===== config.mk =====
export PLATFORM = sky130hd
export DESIGN_NAME = bmc_envelope_tx_flat
export DESIGN_NICKNAME = d
export VERILOG_FILES = /design/src/rtl/bmc_envelope_tx_if.sv /design/src/rtl/bmc_envelope_tx.sv /design/src/flat_wrapper.sv
export SDC_FILE = /design/constraint.sdc
export NUM_CORES = 1
export LEC_CHECK = 0
export ABC_CLOCK_PERIOD_IN_PS = 3400
export CAP_MARGIN = 10
export CORE_MARGIN = 2
export CORE_UTILIZATION = 59
export CTS_BUF_LIST = sky130_fd_sc_hd__clkbuf_4
export DETAILED_ROUTE_END_ITERATION = 8
export PLACE_DENSITY_LB_ADDON = 0.25
export SLEW_MARGIN = 20
export SYNTH_ARGS = -nofsm -noshare
export SYNTH_HDL_FRONTEND = slang
export SYNTH_SLANG_ARGS = --single-unit

===== constraint.sdc =====
create_clock -name clk_96MHz -period 3.4 [get_ports clk_96MHz]
set_input_delay 0.68 -clock clk_96MHz [delete_from_list [all_inputs] [get_ports clk_96MHz]]
set_output_delay 0.68 -clock clk_96MHz [all_outputs]
set_load 0.01 [all_outputs]

===== src/rtl/bmc_envelope_tx_if.sv =====
// Byte-stream handshake into the BMC envelope transmitter.
// The master drives a byte and its last flag. The slave accepts it when data_valid & data_ready at a rising edge.
`timescale 1ns/1ps
interface bmc_envelope_tx_if;
    logic [7:0] data_in;
    logic       data_valid;
    logic       data_last;
    logic       data_ready;

    modport master (output data_in, output data_valid, output data_last, input  data_ready);
    modport slave  (input  data_in, input  data_valid, input  data_last, output data_ready);
endinterface


===== src/rtl/bmc_envelope_tx.sv =====
// Biphase-mark transmitter: serialises bytes MSB first onto d_out, framed by the active-low envelope e_out.
// A one-byte holding register lets consecutive bytes stream with no gap on the line.
`timescale 1ns/1ps
module bmc_envelope_tx #(
    parameter int unsigned HALF_BIT_CYCLES = 8,
    parameter int unsigned LEAD_CYCLES     = 4
) (
    input  logic                     clk_96MHz,
    input  logic                     rst_n,
    bmc_envelope_tx_if.slave         bus,
    output logic                     d_out,
    output logic                     e_out,
    output logic                     busy,
    output logic                     underrun
);

    typedef enum logic [1:0] {IDLE, LEAD, DATA, TAIL} state_t;

    // The counter spans a half bit only, so 8 bits cover every legal HALF_BIT_CYCLES.
    localparam logic [7:0] HALF_LAST = 8'(HALF_BIT_CYCLES - 1);
    localparam logic [7:0] LEAD_LAST = 8'(LEAD_CYCLES - 1);

    state_t     state_q, state_d;
    logic [7:0] cnt_q, cnt_d;
    logic       half_q, half_d;
    logic [2:0] bit_idx_q, bit_idx_d;
    logic [7:0] shift_q, shift_d;
    logic       last_q, last_d;
    logic [7:0] hold_q, hold_d;
    logic       hold_last_q, hold_last_d;
    logic       hold_full_q, hold_full_d;
    logic       d_q, d_d;
    logic       e_q, e_d;
    logic       busy_q, busy_d;
    logic       underrun_q, underrun_d;
    logic       accept;
    logic       load;

    assign bus.data_ready = ~hold_full_q;
    assign d_out          = d_q;
    assign e_out          = e_q;
    assign busy           = busy_q;
    assign underrun       = underrun_q;

    always_comb begin
        // NOTE: every signal gets a default first, so no path through the case leaves one unassigned and infers a latch.
        state_d     = state_q;
        cnt_d       = cnt_q;
        half_d      = half_q;
        bit_idx_d   = bit_idx_q;
        shift_d     = shift_q;
        last_d      = last_q;
        hold_d      = hold_q;
        hold_last_d = hold_last_q;
        hold_full_d = hold_full_q;
        d_d         = d_q;
        e_d         = e_q;
        busy_d      = busy_q;
        underrun_d  = 1'b0;
        load        = 1'b0;

        // Accept needs an empty register and load needs a full one, so the two never coincide.
        accept = bus.data_valid && !hold_full_q;
        if (accept) begin
            hold_d      = bus.data_in;
            hold_last_d = bus.data_last;
            hold_full_d = 1'b1;
        end

        unique case (state_q)
            IDLE: begin
                e_d    = 1'b1;
                d_d    = 1'b0;
                busy_d = 1'b0;
                if (hold_full_q) begin
                    state_d = LEAD;
                    e_d     = 1'b0;
                    busy_d  = 1'b1;
                    cnt_d   = 8'd0;
                    half_d  = 1'b0;
                end
            end
            LEAD: begin
                if (cnt_q == LEAD_LAST) begin
                    state_d = DATA;
                    load    = 1'b1;
                end else begin
                    cnt_d = cnt_q + 8'd1;
                end
            end
            DATA: begin
                if (cnt_q != HALF_LAST) begin
                    cnt_d = cnt_q + 8'd1;
                end else if (!half_q) begin
                    cnt_d  = 8'd0;
                    half_d = 1'b1;
                    if (shift_q[7]) d_d = ~d_q;
                end else begin
                    // End of a bit: the boundary toggle always happens here, whatever comes next.
                    cnt_d  = 8'd0;
                    half_d = 1'b0;
                    d_d    = ~d_q;
                    if (bit_idx_q != 3'd0) begin
                        bit_idx_d = bit_idx_q - 3'd1;
                        shift_d   = {shift_q[6:0], 1'b0};
                    end else if (last_q) begin
                        state_d = TAIL;
                    end else if (hold_full_q) begin
                        load = 1'b1;
                    end else begin
                        underrun_d = 1'b1;
                        state_d    = TAIL;
                    end
                end
            end
            TAIL: begin
                if (cnt_q != HALF_LAST) begin
                    cnt_d = cnt_q + 8'd1;
                end else if (!half_q) begin
                    cnt_d  = 8'd0;
                    half_d = 1'b1;
                end else begin
                    cnt_d   = 8'd0;
                    half_d  = 1'b0;
                    state_d = IDLE;
                    e_d     = 1'b1;
                    d_d     = 1'b0;
                    busy_d  = 1'b0;
                end
            end
            default: state_d = IDLE;
        endcase

        if (load) begin
            shift_d     = hold_q;
            last_d      = hold_last_q;
            hold_full_d = 1'b0;
            bit_idx_d   = 3'd7;
            cnt_d       = 8'd0;
            half_d      = 1'b0;
            d_d         = ~d_q;
        end
    end

    // NOTE: the holding and shift registers are reset too; they are single flop vectors, not a memory array.
    always_ff @(posedge clk_96MHz or negedge rst_n) begin
        if (!rst_n) begin
            state_q     <= IDLE;
            cnt_q       <= 8'd0;
            half_q      <= 1'b0;
            bit_idx_q   <= 3'd0;
            shift_q     <= 8'd0;
            last_q      <= 1'b0;
            hold_q      <= 8'd0;
            hold_last_q <= 1'b0;
            hold_full_q <= 1'b0;
            d_q         <= 1'b0;
            e_q         <= 1'b1;
            busy_q      <= 1'b0;
            underrun_q  <= 1'b0;
        end else begin
            // NOTE: non-blocking assignments make every flop update from the same pre-edge values.
            state_q     <= state_d;
            cnt_q       <= cnt_d;
            half_q      <= half_d;
            bit_idx_q   <= bit_idx_d;
            shift_q     <= shift_d;
            last_q      <= last_d;
            hold_q      <= hold_d;
            hold_last_q <= hold_last_d;
            hold_full_q <= hold_full_d;
            d_q         <= d_d;
            e_q         <= e_d;
            busy_q      <= busy_d;
            underrun_q  <= underrun_d;
        end
    end

endmodule


===== src/flat_wrapper.sv =====
// flat-port wrapper written by rule: the top's interface ports become plain ports
module bmc_envelope_tx_flat 
#(
    parameter int unsigned HALF_BIT_CYCLES = 8,
    parameter int unsigned LEAD_CYCLES     = 4
)
  (clk_96MHz, rst_n, d_out, e_out, busy, underrun, bus_data_in, bus_data_valid, bus_data_last, bus_data_ready);
  bmc_envelope_tx_if bus_i ();
  input  logic clk_96MHz;
  input  logic rst_n;
  output logic d_out;
  output logic e_out;
  output logic busy;
  output logic underrun;
  input wire logic [$bits(bus_i.data_in)-1:0] bus_data_in;
  input wire logic [$bits(bus_i.data_valid)-1:0] bus_data_valid;
  input wire logic [$bits(bus_i.data_last)-1:0] bus_data_last;
  output wire logic [$bits(bus_i.data_ready)-1:0] bus_data_ready;
  assign bus_i.data_in = bus_data_in;
  assign bus_i.data_valid = bus_data_valid;
  assign bus_i.data_last = bus_data_last;
  assign bus_data_ready = bus_i.data_ready;
  bmc_envelope_tx #(.HALF_BIT_CYCLES(HALF_BIT_CYCLES), .LEAD_CYCLES(LEAD_CYCLES)) u_core (.clk_96MHz(clk_96MHz), .rst_n(rst_n), .bus(bus_i), .d_out(d_out), .e_out(e_out), .busy(busy), .underrun(underrun));
endmodule

==> results of run 1 <==
cell type report:
class                           instances  area [um2]  area share
Inverter                               11       41.29     0.01834
Multi-Input combinational cell        149       993.5      0.4414
Timing Repair Buffer                   18       175.2     0.07782
Clock buffer                            6       45.04     0.02001
Tap cell                               46       57.56     0.02557
Clock inverter                          2       11.26    0.005003
Sequential cell                        37       927.1      0.4119
metal layers:
| metal | vias to the layer above | wire [um] | track usage |
|---|---|---|---|
| met1 | 759 | 1662 | 0.2785 |
| li1 | 754 | - | - |
| met5 | - | 0 | 0 |
| met4 | 0 | 71 | 0.08611 |
| met2 | 50 | 1936 | 0.3736 |
| met3 | 7 | 211 | 0.05797 |
power groups by stage:
| stage | Sequential (mW) | Clock [mW] | Combinational [mW] |
|---|---|---|---|
| 2_1_floorplan | 0.655 | 0 | 0.485 |
| 3_3_place_gp | 0.666 | 0 | 0.640 |
| 3_5_place_dp | 0.673 | 0 | 0.665 |
| 4_1_cts | 0.663 | 0.245 | 0.668 |
| 5_1_grt | 0.684 | 0.267 | 0.744 |
| 6_report | 0.665 | 0.239 | 0.670 |
synth_stat cells (2+ instances only):
| master | n |
|---|---|
| sky130_fd_sc_hd__nand2_1 | 31 |
| sky130_fd_sc_hd__nand3_1 | 10 |
| sky130_fd_sc_hd__dfrtp_1 | 36 |
| sky130_fd_sc_hd__o32ai_1 | 2 |
| sky130_fd_sc_hd__nor2_1 | 14 |
| sky130_fd_sc_hd__ha_1 | 10 |
| sky130_fd_sc_hd__clkbuf_1 | 5 |
| sky130_fd_sc_hd__nor3_1 | 6 |
| sky130_fd_sc_hd__nor4_1 | 2 |
| sky130_fd_sc_hd__a21oi_1 | 4 |
| sky130_fd_sc_hd__mux2i_1 | 3 |
| sky130_fd_sc_hd__o211ai_1 | 2 |
| sky130_fd_sc_hd__xnor2_1 | 2 |
| sky130_fd_sc_hd__mux2_2 | 10 |
| sky130_fd_sc_hd__or2_2 | 3 |
| sky130_fd_sc_hd__a21o_1 | 6 |
| sky130_fd_sc_hd__a22o_1 | 6 |
| sky130_fd_sc_hd__buf_2 | 2 |
| sky130_fd_sc_hd__inv_1 | 11 |
| sky130_fd_sc_hd__nor2b_1 | 4 |
| sky130_fd_sc_hd__o21ai_0 | 9 |
| sky130_fd_sc_hd__nand2b_1 | 5 |
worst max-delay path, delay by kind of cell, from the launching register on:
family	cells	cell delay, ns
AOI/OAI and AO/OA	2	0.63
adders and majority gates	1	0.33
buffers and inverters	1	0.14
DFF	1	0.45
and+or+nand+nor	3	1.18
worst max-delay path by stage:
stage / start / to
2_1_floorplan: u_core.state_q[0]$_DFFE_PN0P_ / u_core.shift_q[1]$_DFFE_PN0P_
3_3_place_gp: u_core.state_q[0]$_DFFE_PN0P_ / u_core.shift_q[1]$_DFFE_PN0P_
3_5_place_dp: u_core.state_q[0]$_DFFE_PN0P_ / u_core.shift_q[3]$_DFFE_PN0P_
4_1_cts: u_core.state_q[0]$_DFFE_PN0P_ / u_core.shift_q[1]$_DFFE_PN0P_
5_1_grt: u_core.state_q[0]$_DFFE_PN0P_ / u_core.shift_q[1]$_DFFE_PN0P_
6_report: u_core.state_q[0]$_DFFE_PN0P_ / u_core.shift_q[1]$_DFFE_PN0P_
kinds of logic after synthesis:
logic type,after synthesis
flops,37
compound gates,39
fa+ha+maj,10
buf+inv,20
simple gates,84
xor+xnor,2
mux,14
through the flow:
| step | setup WS (ns) | total power, mW | util | instance area, um2 |
|---|---|---|---|---|
| after CTS | 0.5931 | 1.577 | 0.6853 | 2251 |
| after detailed placement | 0.6258 | 1.338 | 0.6682 | 2195 |
| after floorplan | 0.8814 | 1.140 | - | 1999 |
| after global placement | 0.7689 | 1.306 | 0.6682 | 2195 |
| after global routing | 0.3530 | 1.694 | 0.6853 | 2251 |
| final | 0.5646 | 1.574 | 0.6853 | 2251 |
state kept, by name, indices dropped and copies added, names as in the netlist:
name and flops:
u_core.busy 1, u_core.bit_idx_q 3, u_core.cnt_q 8, u_core.shift_q 8
u_core.underrun 1, u_core.state_q 2, u_core.last_q 1, u_core.d_out 1
u_core.half_q 1, u_core.e_out 1, u_core.hold_full_q 1, u_core.hold_q 8
u_core.hold_last_q 1
==> metrics, run 1 <==
Avg Cell Area, Syn 9.706 um2; fraction of synthesized cell area taken by the top area cell type 0.4506; number of remaining DRC errors 0; complex-gate fraction of the synthesized area 0.1427; proportion of power drawn by the clock network 0.152; relative contribution of combinational cells to total power 0.425; largest net degree at the start of global routing 38; Die W 62.22 um; kind of critical path reg -> reg; CTS tree done; antenna violations before repair 0; synthesized instance count 206; RSZ-0062 raised after global routing false; required time at the worst-slack endpoint 3.65 ns; net switching fraction of the power 0.3766; Setup Fix Bufs, Post-CTS 0; area growth from synthesis to final layout 12.58%; normalized max-slew margin 0.4668; Worst Hold Margin 0.4842 ns; total CTS buffers 5; slowest stage cell, crit path sky130_fd_sc_hd__and2_1; ratio of total power to cell area 699.1 nW/um2; aggregate negative setup slack 0 ns; maximum fanout along the worst path 16; reg2reg end u_core.shift_q[1]$_DFFE_PN0P_; number of enable flip-flop cells after synthesis 0; total of hold buffers inserted after clock tree synthesis 0; leading post-synthesis cells by cell area sky130_fd_sc_hd__dfrtp_1, sky130_fd_sc_hd__ha_1, sky130_fd_sc_hd__nand2_1; most frequent cells in the layout sky130_fd_sc_hd__dfrtp_1, sky130_fd_sc_hd__nand2_1, sky130_fd_sc_hd__clkdlybuf4s50_1; sum of routed wire length over all layers 3881 um; clock insertion delay at the later pin of the skew report 0.35 ns; filler cell count 276; Syn. warnings 0; Post-Syn Nets 228; maximum count of clock buffers along a single path 2; layout cell share with drive strength beyond 1 0.1166; Leak Pwr 1.079 nW; first-iteration detailed-routing DRC count 91; Synth Flop Type sky130_fd_sc_hd__dfrtp_1; dominant combinational cell family by area after synthesis simple AND/OR/NAND/NOR gates; flop and latch count out of synthesis 37; vias in the first global route 1546; synthesized-area fraction occupied by and/or/nand/nor cells 0.2040; worst min-delay path startpoint u_core.hold_q[0]$_DFFE_PN0P_; net total in the final layout 244; switching pwr 592.6 uW; vias after detailed routing 1570; cell taking the most area after synthesis sky130_fd_sc_hd__dfrtp_1; num ports 17; non-filler instance count after layout 269; outcome completed; routability cong. 0.8561; source of the worst register-to-register timing path u_core.state_q[0]$_DFFE_PN0P_; share of synthesized registers carrying an async set or reset 1.000; Row Count 21; number of setup violations in the final report 0; total inserted antenna cells 0; R2R cell count 7; Tmin final 2.835 ns; via/cell ratio 5.836; CTS-repair resized insts 0; number of max-cap violations 0; Hold Crit Depth 2; Distinct cells, synth 45; post-synthesis share of cell area spent on xor and xnor gates 0.008761; number of endpoints with negative hold slack in the final report 0; Max Slew Vio Count 0; core box area 3284 um2; reg-to-reg setup timing slack 0.56 ns; category of the worst setup path capture point register; Final Cycle Share 0.8339; Port-buffer cells 16; Final Skew 0.009057 ns; sequential share of the synthesized area 0.4637; post-route ant nets 0; multiplexer share of the synthesized area 0.07885; cell-internal power 981.1 uW; slew at the pin with the worst max-slew slack 0.7982 ns; average detailed-routed wire length per instance 14.43 um; area share of fa/ha/maj cells after synthesis 0.06258; cell-by-cell trace of the critical path inv_1 > ha_1 > or4bb_1 > o32ai_1 > and2_1 > nor2_1 > a21o_1; All-Layer GR Usage 0.2233; clock sink count 37; HPWL after detailed placement 2804 um; Clock H-tree levels 2; initial core utilization 0.6088; library cell used as clock root buffer sky130_fd_sc_hd__clkbuf_4; largest stage delay on the critical path 0.51 ns; count of placed standard cells including taps 261; synthesized cell area 1999 um2; Critical Path AT 3.08 ns; Hold Path Class reg -> reg; achievable clock frequency 0.3527 GHz; category of the worst setup path launch point register; sum of overflow across all layers after global routing 0; maximum resistive drop on vdd 0.4308 mV; clock transition at the registers of the reported paths 0.11 ns; most common cell after layout, fill and taps aside sky130_fd_sc_hd__dfrtp_1; Die H 62.22 um; worst min-delay path endpoint u_core.shift_q[0]$_DFFE_PN0P_; number of optimization iterations in the first detailed-route pass 5; die area 3871 um2; first-pass GRT wire length 6879 um; relative contribution of sequential cells to total power 0.423
(Power assumes the default switching activity.)
==> run 2: changes to the inputs <==
ABC_CLOCK_PERIOD_IN_PS = 2890   (was 3400)
clock period = 2.89 ns   (was 3.4 ns; I/O delays follow)
==> metrics, run 2 (synthesis gave the netlist of run 1 again) <==
library cell used as clock root buffer sky130_fd_sc_hd__clkbuf_4; HPWL after detailed placement 2792 um (-0.45%); Setup Fix Bufs, Post-CTS 0 (unchanged); number of endpoints with negative hold slack in the final report 0 (unchanged); routability cong. 0.8612 (+0.60%); most frequent cells in the layout sky130_fd_sc_hd__dfrtp_1, sky130_fd_sc_hd__nand2_1, sky130_fd_sc_hd__clkdlybuf4s50_1; Die H 62.22 um (unchanged); critical path launch point u_core.state_q[0]$_DFFE_PN0P_; largest net degree at the start of global routing 38 (unchanged); area growth from synthesis to final layout 12.95%; achievable clock frequency 0.3728 GHz (+5.7%); Hold Path Class reg -> reg; maximum count of clock buffers along a single path 2 (unchanged); net total in the final layout 246 (+0.82%); R2R cell count 7 (unchanged); number of max-cap violations 0 (unchanged); maximum resistive drop on vdd 0.4623 mV (+7.3%); number of optimization iterations in the first detailed-route pass 5 (unchanged); clock insertion delay at the later pin of the skew report 0.34 ns (about the same); Final Cycle Share 0.9281 (+0.09418); ratio of total power to cell area 803.6 nW/um2 (+15%); Row Count 21 (unchanged); category of the worst setup path launch point register; category of the worst setup path capture point register; total CTS buffers 5 (unchanged); vias in the first global route 1544 (-0.13%); reg-to-reg setup timing slack 0.21 ns (-0.36 ns); via/cell ratio 5.785 (-0.88%); non-filler instance count after layout 270 (+0.37%); maximum fanout along the worst path 9 (-7); clock transition at the registers of the reported paths 0.11 ns (about the same); sum of routed wire length over all layers 3870 um (-0.28%); count of placed standard cells including taps 263 (+0.77%); Post-Layout Inst Area 2258 um2 (+0.33%); Tmin final 2.682 ns (-0.1531 ns); Clock H-tree levels 2 (unchanged); CTS-repair resized insts 0 (unchanged); Final Skew 0.009764 ns (+0.0007066 ns); vias after detailed routing 1562 (-0.51%); reg2reg end u_core.shift_q[2]$_DFFE_PN0P_; core box area 3284 um2 (unchanged); first-iteration detailed-routing DRC count 89 (-2.2%); RSZ-0062 raised after global routing false; capture point of the critical path u_core.shift_q[2]$_DFFE_PN0P_; Leak Pwr 1.090 nW (+1.0%); first-pass GRT wire length 6900 um (+0.31%); Die W 62.22 um (unchanged); Cell Area, Placed 2210 um2 (+0.68%); slew at the pin with the worst max-slew slack 0.7950 ns (-0.003189 ns); post-route ant nets 0 (unchanged); average detailed-routed wire length per instance 14.33 um (-0.65%); All-Layer GR Usage 0.2224 (-0.0009138); CTS tree done; antenna violations before repair 0 (unchanged); initial core utilization 0.6088 (unchanged); Critical Path AT 2.91 ns (-0.17 ns); Max Slew Vio Count 0 (unchanged); most common cell after layout, fill and taps aside sky130_fd_sc_hd__dfrtp_1; final core utilization 0.6876 (+0.002286); number of setup violations in the final report 0 (unchanged); num ports 17 (unchanged); total of hold buffers inserted after clock tree synthesis 0 (unchanged); die area 3871 um2 (unchanged); source of the worst register-to-register timing path u_core.state_q[0]$_DFFE_PN0P_; required time at the worst-slack endpoint 3.12 ns (-0.53 ns); post-layout worst setup margin 0.2077 ns (-0.3569 ns); kind of critical path reg -> reg; outcome completed; sum of overflow across all layers after global routing 0 (unchanged); layout cell share with drive strength beyond 1 0.1205 (+0.003944); normalized max-slew margin 0.4642 (-0.002574); aggregate negative setup slack 0 ns (unchanged); biggest regs u_core.cnt_q: 8 flops, u_core.hold_q: 8 flops, u_core.shift_q: 8 flops; number of remaining DRC errors 0 (unchanged); Port-buffer cells 16 (unchanged); clock sink count 37 (unchanged); total inserted antenna cells 0 (unchanged); dpl ws 0.2682 ns (-0.3575 ns)
[run 2: final cells by class]
type / instances / area [um2]
Inverter: 11 / 41.29
Clock buffer: 6 / 45.04
Clock inverter: 1 / 3.754
Tap cell: 46 / 57.56
Sequential cell: 37 / 927.1
Fill cell: 262 / 1026
Multi-Input combinational cell: 149 / 993.5
Timing Repair Buffer: 20 / 190.2
[run 2: how the worst min path moves through the flow]
stage / depth (start not counted) / startpoint / slack [ns] / to
after global placement: 2 / u_core.hold_last_q$_DFFE_PN0P_ / 0.45 / u_core.last_q$_DFFE_PN0P_
final: 2 / u_core.hold_last_q$_DFFE_PN0P_ / 0.47 / u_core.last_q$_DFFE_PN0P_
after CTS: 2 / u_core.hold_last_q$_DFFE_PN0P_ / 0.48 / u_core.last_q$_DFFE_PN0P_
after floorplan: 0 / rst_n / 0.28 / u_core.bit_idx_q[0]$_DFFE_PN0P_
after detailed placement: 2 / u_core.hold_last_q$_DFFE_PN0P_ / 0.46 / u_core.last_q$_DFFE_PN0P_
after global routing: 1 / u_core.d_out$_DFFE_PN0P_ / 0.49 / u_core.d_out$_DFFE_PN0P_
[run 2: worst max-delay path, stage by stage (launching register included)]
cell and delay (ns):
sky130_fd_sc_hd__dfrtp_1 0.45, sky130_fd_sc_hd__inv_1 0.15, sky130_fd_sc_hd__ha_1 0.34, sky130_fd_sc_hd__or4bb_1 0.45
sky130_fd_sc_hd__o32ai_1 0.40, sky130_fd_sc_hd__and2_1 0.39, sky130_fd_sc_hd__nor2_1 0.18, sky130_fd_sc_hd__a21o_1 0.21
[run 2: per-stage QoR]
step / hold slack, ns / total power, mW
after floorplan: 0.2824 / 1.341
after global placement: 0.4502 / 1.526
after detailed placement: 0.4573 / 1.564
after CTS: 0.4754 / 1.828
after global routing: 0.4883 / 1.963
final: 0.4677 / 1.815
[run 2: layer usage]
metal,up-vias,global-route usage,routed length (um)
li1,756,-,-
met1,745,0.2771,1671
met2,51,0.3791,1937
met3,10,0.05616,192
met4,0,0.07500,68
met5,-,0,0
[run 2: power by group]
part           leakage (nW)  internal [mW]  switching (mW)
Clock                0.0292         0.0978           0.160
Sequential            0.479          0.676           0.105
Combinational         0.582          0.375           0.401
Total                  1.09           1.15           0.666
==> run 3: changes to the inputs <==
CTS_CLUSTER_SIZE = 24   (was default)
==> results of run 3 <==
Same layout as run 2: the final DEF is identical, and so are final timing and power.
